### src/rtl/seg7_pkg.sv
// seg7_pkg: shared constants for the seven-segment scan driver.
//   GLYPHS     - active-low {g,f,e,d,c,b,a} patterns for hex digits 0..F
//   HEX_BLANK  - all cathodes off (including the decimal point)
//   SEL_NONE   - all anodes off
//   digit_select() - active-low one-hot anode pattern for a digit index
package seg7_pkg;

    // Entry n is the glyph for hex value n; the highest entry is listed first.
    localparam logic [15:0][6:0] GLYPHS = {
        7'h0E,  // F
        7'h06,  // E
        7'h21,  // d
        7'h46,  // C
        7'h03,  // b
        7'h08,  // A
        7'h10,  // 9
        7'h00,  // 8
        7'h78,  // 7
        7'h02,  // 6
        7'h12,  // 5
        7'h19,  // 4
        7'h30,  // 3
        7'h24,  // 2
        7'h79,  // 1
        7'h40   // 0
    };

    localparam logic [7:0] HEX_BLANK = 8'hFF;
    localparam logic [3:0] SEL_NONE  = 4'hF;

    function automatic logic [3:0] digit_select(input logic [1:0] index);
        return ~(4'b0001 << index);
    endfunction

endpackage

### src/rtl/seg7_decoder.sv
// seg7_decoder: combinational hex-to-seven-segment decoder.
//   value    [3:0] - hex digit to display
//   segments [6:0] - active-low cathodes {g,f,e,d,c,b,a}
module seg7_decoder
    import seg7_pkg::*;
(
    input  logic [3:0] value,
    output logic [6:0] segments
);

    always_comb begin
        segments = GLYPHS[value];
    end

endmodule

### src/rtl/seg7_scan_driver.sv
// seg7_scan_driver: time-multiplexed driver for a 4-digit common-anode display.
// Each digit is lit for REFRESH_DIV clock cycles in turn (0,1,2,3,0,...).
//   CLK        - system clock, rising edge
//   RESET      - synchronous, active-high
//   ENABLE     - 1: scan and drive; 0: display dark, scan position frozen
//   IN0..IN3   - per-digit {dp_enable, hex[3:0]}; IN0 is the rightmost digit
//   SEG_SELECT - active-low anode enables, bit n drives digit n
//   HEX_OUT    - active-low cathodes {DP,g,f,e,d,c,b,a}
//   STROBE     - one-cycle pulse following each digit advance
module seg7_scan_driver
    import seg7_pkg::*;
#(
    parameter int unsigned REFRESH_DIV = 100000
) (
    input  logic       CLK,
    input  logic       RESET,
    input  logic       ENABLE,
    input  logic [4:0] IN0,
    input  logic [4:0] IN1,
    input  logic [4:0] IN2,
    input  logic [4:0] IN3,
    output logic [3:0] SEG_SELECT,
    output logic [7:0] HEX_OUT,
    output logic       STROBE
);

    // A divide-by-1 still needs a 1-bit counter that simply stays at zero.
    localparam int unsigned PW = (REFRESH_DIV > 1) ? $clog2(REFRESH_DIV) : 1;
    localparam logic [PW-1:0] PRESC_MAX = PW'(REFRESH_DIV - 1);
    localparam logic [PW-1:0] PRESC_ONE = PW'(1);

    logic [PW-1:0] prescaler;
    logic [1:0]    index;
    logic          wrap;
    logic [4:0]    sel_digit;
    logic [6:0]    glyph;

    always_comb begin
        wrap = (prescaler == PRESC_MAX);
    end

    always_comb begin
        sel_digit = IN0;
        unique case (index)
            2'd0: sel_digit = IN0;
            2'd1: sel_digit = IN1;
            2'd2: sel_digit = IN2;
            2'd3: sel_digit = IN3;
            default: sel_digit = IN0;
        endcase
    end

    seg7_decoder u_decoder (
        .value    (sel_digit[3:0]),
        .segments (glyph)
    );

    // Outputs are registered from the pre-edge index, so they trail the index by one cycle;
    // STROBE therefore rises together with the new index, before the anodes move.
    always_ff @(posedge CLK) begin
        if (RESET) begin
            prescaler  <= '0;
            index      <= 2'd0;
            SEG_SELECT <= SEL_NONE;
            HEX_OUT    <= HEX_BLANK;
            STROBE     <= 1'b0;
        end else if (ENABLE) begin
            prescaler  <= wrap ? '0 : prescaler + PRESC_ONE;
            if (wrap) begin
                index <= index + 2'd1;
            end
            SEG_SELECT <= digit_select(index);
            HEX_OUT    <= {~sel_digit[4], glyph};
            STROBE     <= wrap;
        end else begin
            SEG_SELECT <= SEL_NONE;
            HEX_OUT    <= HEX_BLANK;
            STROBE     <= 1'b0;
        end
    end

endmodule

### config.mk
export PLATFORM = sky130hd
export DESIGN_NAME = seg7_scan_driver
export DESIGN_NICKNAME = d
export VERILOG_FILES = /design/src/rtl/seg7_pkg.sv /design/src/rtl/seg7_decoder.sv /design/src/rtl/seg7_scan_driver.sv
export SDC_FILE = /design/constraint.sdc
export NUM_CORES = 1
export LEC_CHECK = 0
export CORE_MARGIN = 5
export CORE_UTILIZATION = 49
export CTS_CLUSTER_DIAMETER = 120
export DETAILED_ROUTE_END_ITERATION = 8
export MAX_ROUTING_LAYER = met4
export PLACE_DENSITY = 0.89
export SLEW_MARGIN = 10
export SYNTH_ARGS = -nofsm -noshare
export SYNTH_HDL_FRONTEND = slang
export SYNTH_SLANG_ARGS = --single-unit
export TNS_END_PERCENT = 50
### constraint.sdc
create_clock -name CLK -period 2.8 [get_ports CLK]
set_clock_uncertainty 0.1 [all_clocks]
set_input_delay 0.7 -clock CLK [delete_from_list [all_inputs] [get_ports CLK]]
set_output_delay 0.7 -clock CLK [all_outputs]
set_load 0.05 [all_outputs]
==> results of run 1 <==
[worst max-delay path: cells and delay by family, from the launching register on]
family	cells	cell delay (ns)
buffers and inverters	2	0.26
flip-flops	1	0.37
AO/OA/AOI/OAI	4	0.75
AND/OR/NAND/NOR	2	0.24
adder cells (fa/ha/maj)	2	0.56
[final cells by class]
class	instances	area (µm²)	area share
multi-input combinational	131	880.8	0.4285
sequential	32	640.6	0.3116
timing repair buffer	40	387.9	0.1887
tap	44	55.05	0.02678
clock buffer	6	51.30	0.02495
inverter	8	30.03	0.01461
clock inverter	2	10.01	0.004869
[metal layers]
layer,wire (µm),global-route usage,vias to the layer above
li1,-,-,691
met2,1845,0.2958,23
met3,110,0.02530,7
met1,1573,0.1990,611
met4,69,0.07595,0
met5,0,-,-
[registers in the layout, summed over array words and instances (netlist names)]
signal,count
prescaler,17
HEX_OUT,8
SEG_SELECT,4
index,2
STROBE,1
[worst max-delay path by stage]
stage,start,to,cells after the start
after floorplan,IN2[1],HEX_OUT[0],8
after CTS,index[0],HEX_OUT[0],10
final,index[0],HEX_OUT[0],10
after global placement,IN2[1],HEX_OUT[0],9
after global routing,index[1],HEX_OUT[3],11
after detailed placement,IN2[1],HEX_OUT[0],9
[cells in the mapped netlist, types with 4 or more instances]
library cell	count	area share
dfxtp_1	32	0.40
xor2_1	9	0.050
o21ai_1	4	0.013
inv_1	8	0.019
nor2_1	25	0.059
mux2i_1	5	0.032
xnor2_1	8	0.044
a21oi_1	4	0.013
nand4_1	7	0.028
ha_1	12	0.095
nand3_1	5	0.016
nand2_1	16	0.038
a222oi_1	5	0.032
[power by group through the flow]
stage / clock (W) / combinational (W) / sequential [W]
4_1_cts: 0.000281 / 0.000133 / 0.000472
6_report: 0.000273 / 0.000133 / 0.000472
3_5_place_dp: 0 / 0.000132 / 0.000482
3_3_place_gp: 0 / 0.000130 / 0.000482
2_1_floorplan: 0 / 0.0000467 / 0.000508
5_1_grt: 0.000305 / 0.000141 / 0.000474
[through the flow]
| step | instances | hold slack (ns) |
|---|---|---|
| 6_report | 263 | 0.4375 |
| 5_1_grt | 263 | 0.4710 |
| 4_1_cts | 263 | 0.4339 |
| 3_5_place_dp | 255 | 0.4036 |
| 3_3_place_gp | 255 | 0.3993 |
| 2_1_floorplan | 176 | 0.3787 |
[cell families after synthesis]
group,after synthesis,share of synthesized area
compound gates,23,0.1019
xor+xnor,17,0.09400
fa+ha+maj,12,0.09478
buf+inv,13,0.03949
flops,32,0.4044
mux,7,0.04739
simple gates,72,0.2180
==> impl_metrics.env, run 1 <==
export IMPL_outcome="completed"
export IMPL_crit_type="reg2reg"
export IMPL_slowest_stage="dfxtp_1"
export IMPL_ys_flop_type="dfxtp_1"
export IMPL_r2r_end="HEX_OUT[0]"
export IMPL_pwr_share_clk=0.311
export IMPL_dieArea_um2=4470
export IMPL_layout_nets=253
export IMPL_grt_overflow_total=0
export IMPL_dp_hpwl_um=2757
export IMPL_numCtsBuffers=5
export IMPL_slew_headroom=0.3735
export IMPL_drv_slew=0
export IMPL_syn_avg_cell_area_um2=9.000
export IMPL_reg2reg_slack_ns=0.41
export IMPL_cp_cell_sequence="inv_1 > ha_1 > a222oi_1 > nand2_1 > o21ai_0 > inv_1 > ha_1 > nand3b_1 > o21ai_0 > o21ai_1"
export IMPL_drive_gt1_frac=0.07306
export IMPL_syn2layout_area_growth_pct=29.78
export IMPL_end_kind="flop"
export IMPL_post_cts_buffers=0
export IMPL_ios=36
export IMPL_dieWidth_um=66.86
export IMPL_grt_pass1_vias=1265
export IMPL_tns_ns=0
export IMPL_arrival_ns=2.51
export IMPL_post_route_util=0.6679
export IMPL_async_flop_share=0
export IMPL_p_switching_w=0.0002292
export IMPL_grt_max_degree=18
export IMPL_hold_depth=2
export IMPL_routed_wl_um=3598
export IMPL_maxCapViolations=0
export IMPL_reg2reg_depth=10
export IMPL_worstPathRequired_ns=2.92
export IMPL_via_count=1332
export IMPL_p_leak_nw=0.7991
export IMPL_power_frac_comb=0.151
export IMPL_rr_startpoint="index[0]"
export IMPL_worstHoldEndpoint="prescaler[16]"
export IMPL_synth_fp_nets=211
export IMPL_cts_tree="yes"
export IMPL_yosysSeqAreaShare=0.4044
export IMPL_die_y_um=66.86
export IMPL_peakVddDrop_v=0.0002245
export IMPL_final_cell_mix="35 x clkdlybuf4s50_1, 32 x dfxtp_1, 25 x nor2_1, 16 x nand2_1, 12 x ha_1"
export IMPL_crit_path_max_incr_delay_ns=0.37
export IMPL_power_density_nw_per_um2=426.7
export IMPL_clk_pin_slew_ns=0.10
export IMPL_p_int_w=0.0006479
export IMPL_ys_types=32
export IMPL_syn_instance_count=176
export IMPL_place_ws_ns=0.09164
export IMPL_clk_insertion_delay_late_ns=0.33
export IMPL_portBuffers=35
export IMPL_cts_buffer_depth=2
export IMPL_drt_first_iter_violations=89
export IMPL_clock_root_buffer="clkbuf_4"
export IMPL_drc=0
export IMPL_finalCriticalPeriod_ns=2.394
export IMPL_holdBufCountCts=0
export IMPL_initial_utilization=0.5146
export IMPL_post_cts_resized=0
export IMPL_worstSetupStartpointType="flop"
export IMPL_grt_util_all_layers=0.1725
export IMPL_dr_pass1_iters=4
export IMPL_path_max_fanout=6
export IMPL_htreeDepth=2
export IMPL_sequentialPowerShare=0.538
export IMPL_setup_violations=0
export IMPL_coreArea_um2=3078
export IMPL_n_fill_cell=265
export IMPL_min_from="prescaler[16]"
export IMPL_wl_per_cell_um=13.68
export IMPL_mappedNetlistArea_um2=1584
export IMPL_post_dp_cell_area_um2=1994
export IMPL_fin_area_um2=2056
export IMPL_fin_crit_sh=0.8549
export IMPL_clock_sinks=32
export IMPL_rsz0062_at_grt="false"
export IMPL_gp_congestion=0.9009
export IMPL_rows=20
export IMPL_synth_seq_cells=32
export IMPL_synth_edf_count=0
export IMPL_min_path_type="reg2reg"
export IMPL_sw_frac_of_total=0.2613
export IMPL_finalHoldViolCount=0
export IMPL_layout_commonest_cell="clkdlybuf4s50_1"
export IMPL_worst_slack_ns=0.4063
export IMPL_yosys_warnings=0
export IMPL_finalPower_w=0.0008771
export IMPL_ant_nets=0
export IMPL_avgViaCountPerCell=5.065
export IMPL_worst_pin_slew_ns=0.9398
export IMPL_n_antenna_cell=0
export IMPL_antenna_found_initial=0
export IMPL_max_freq_mhz=417.8
export IMPL_grt_pass1_wl_um=5595
Power figures use the tool's default switching activity.
==> run 2: changes to the inputs <==
Settings changed: CAP_MARGIN set to 20.
==> results of run 2 <==
Same layout as run 1: the final DEF is identical, and so are final timing and power.
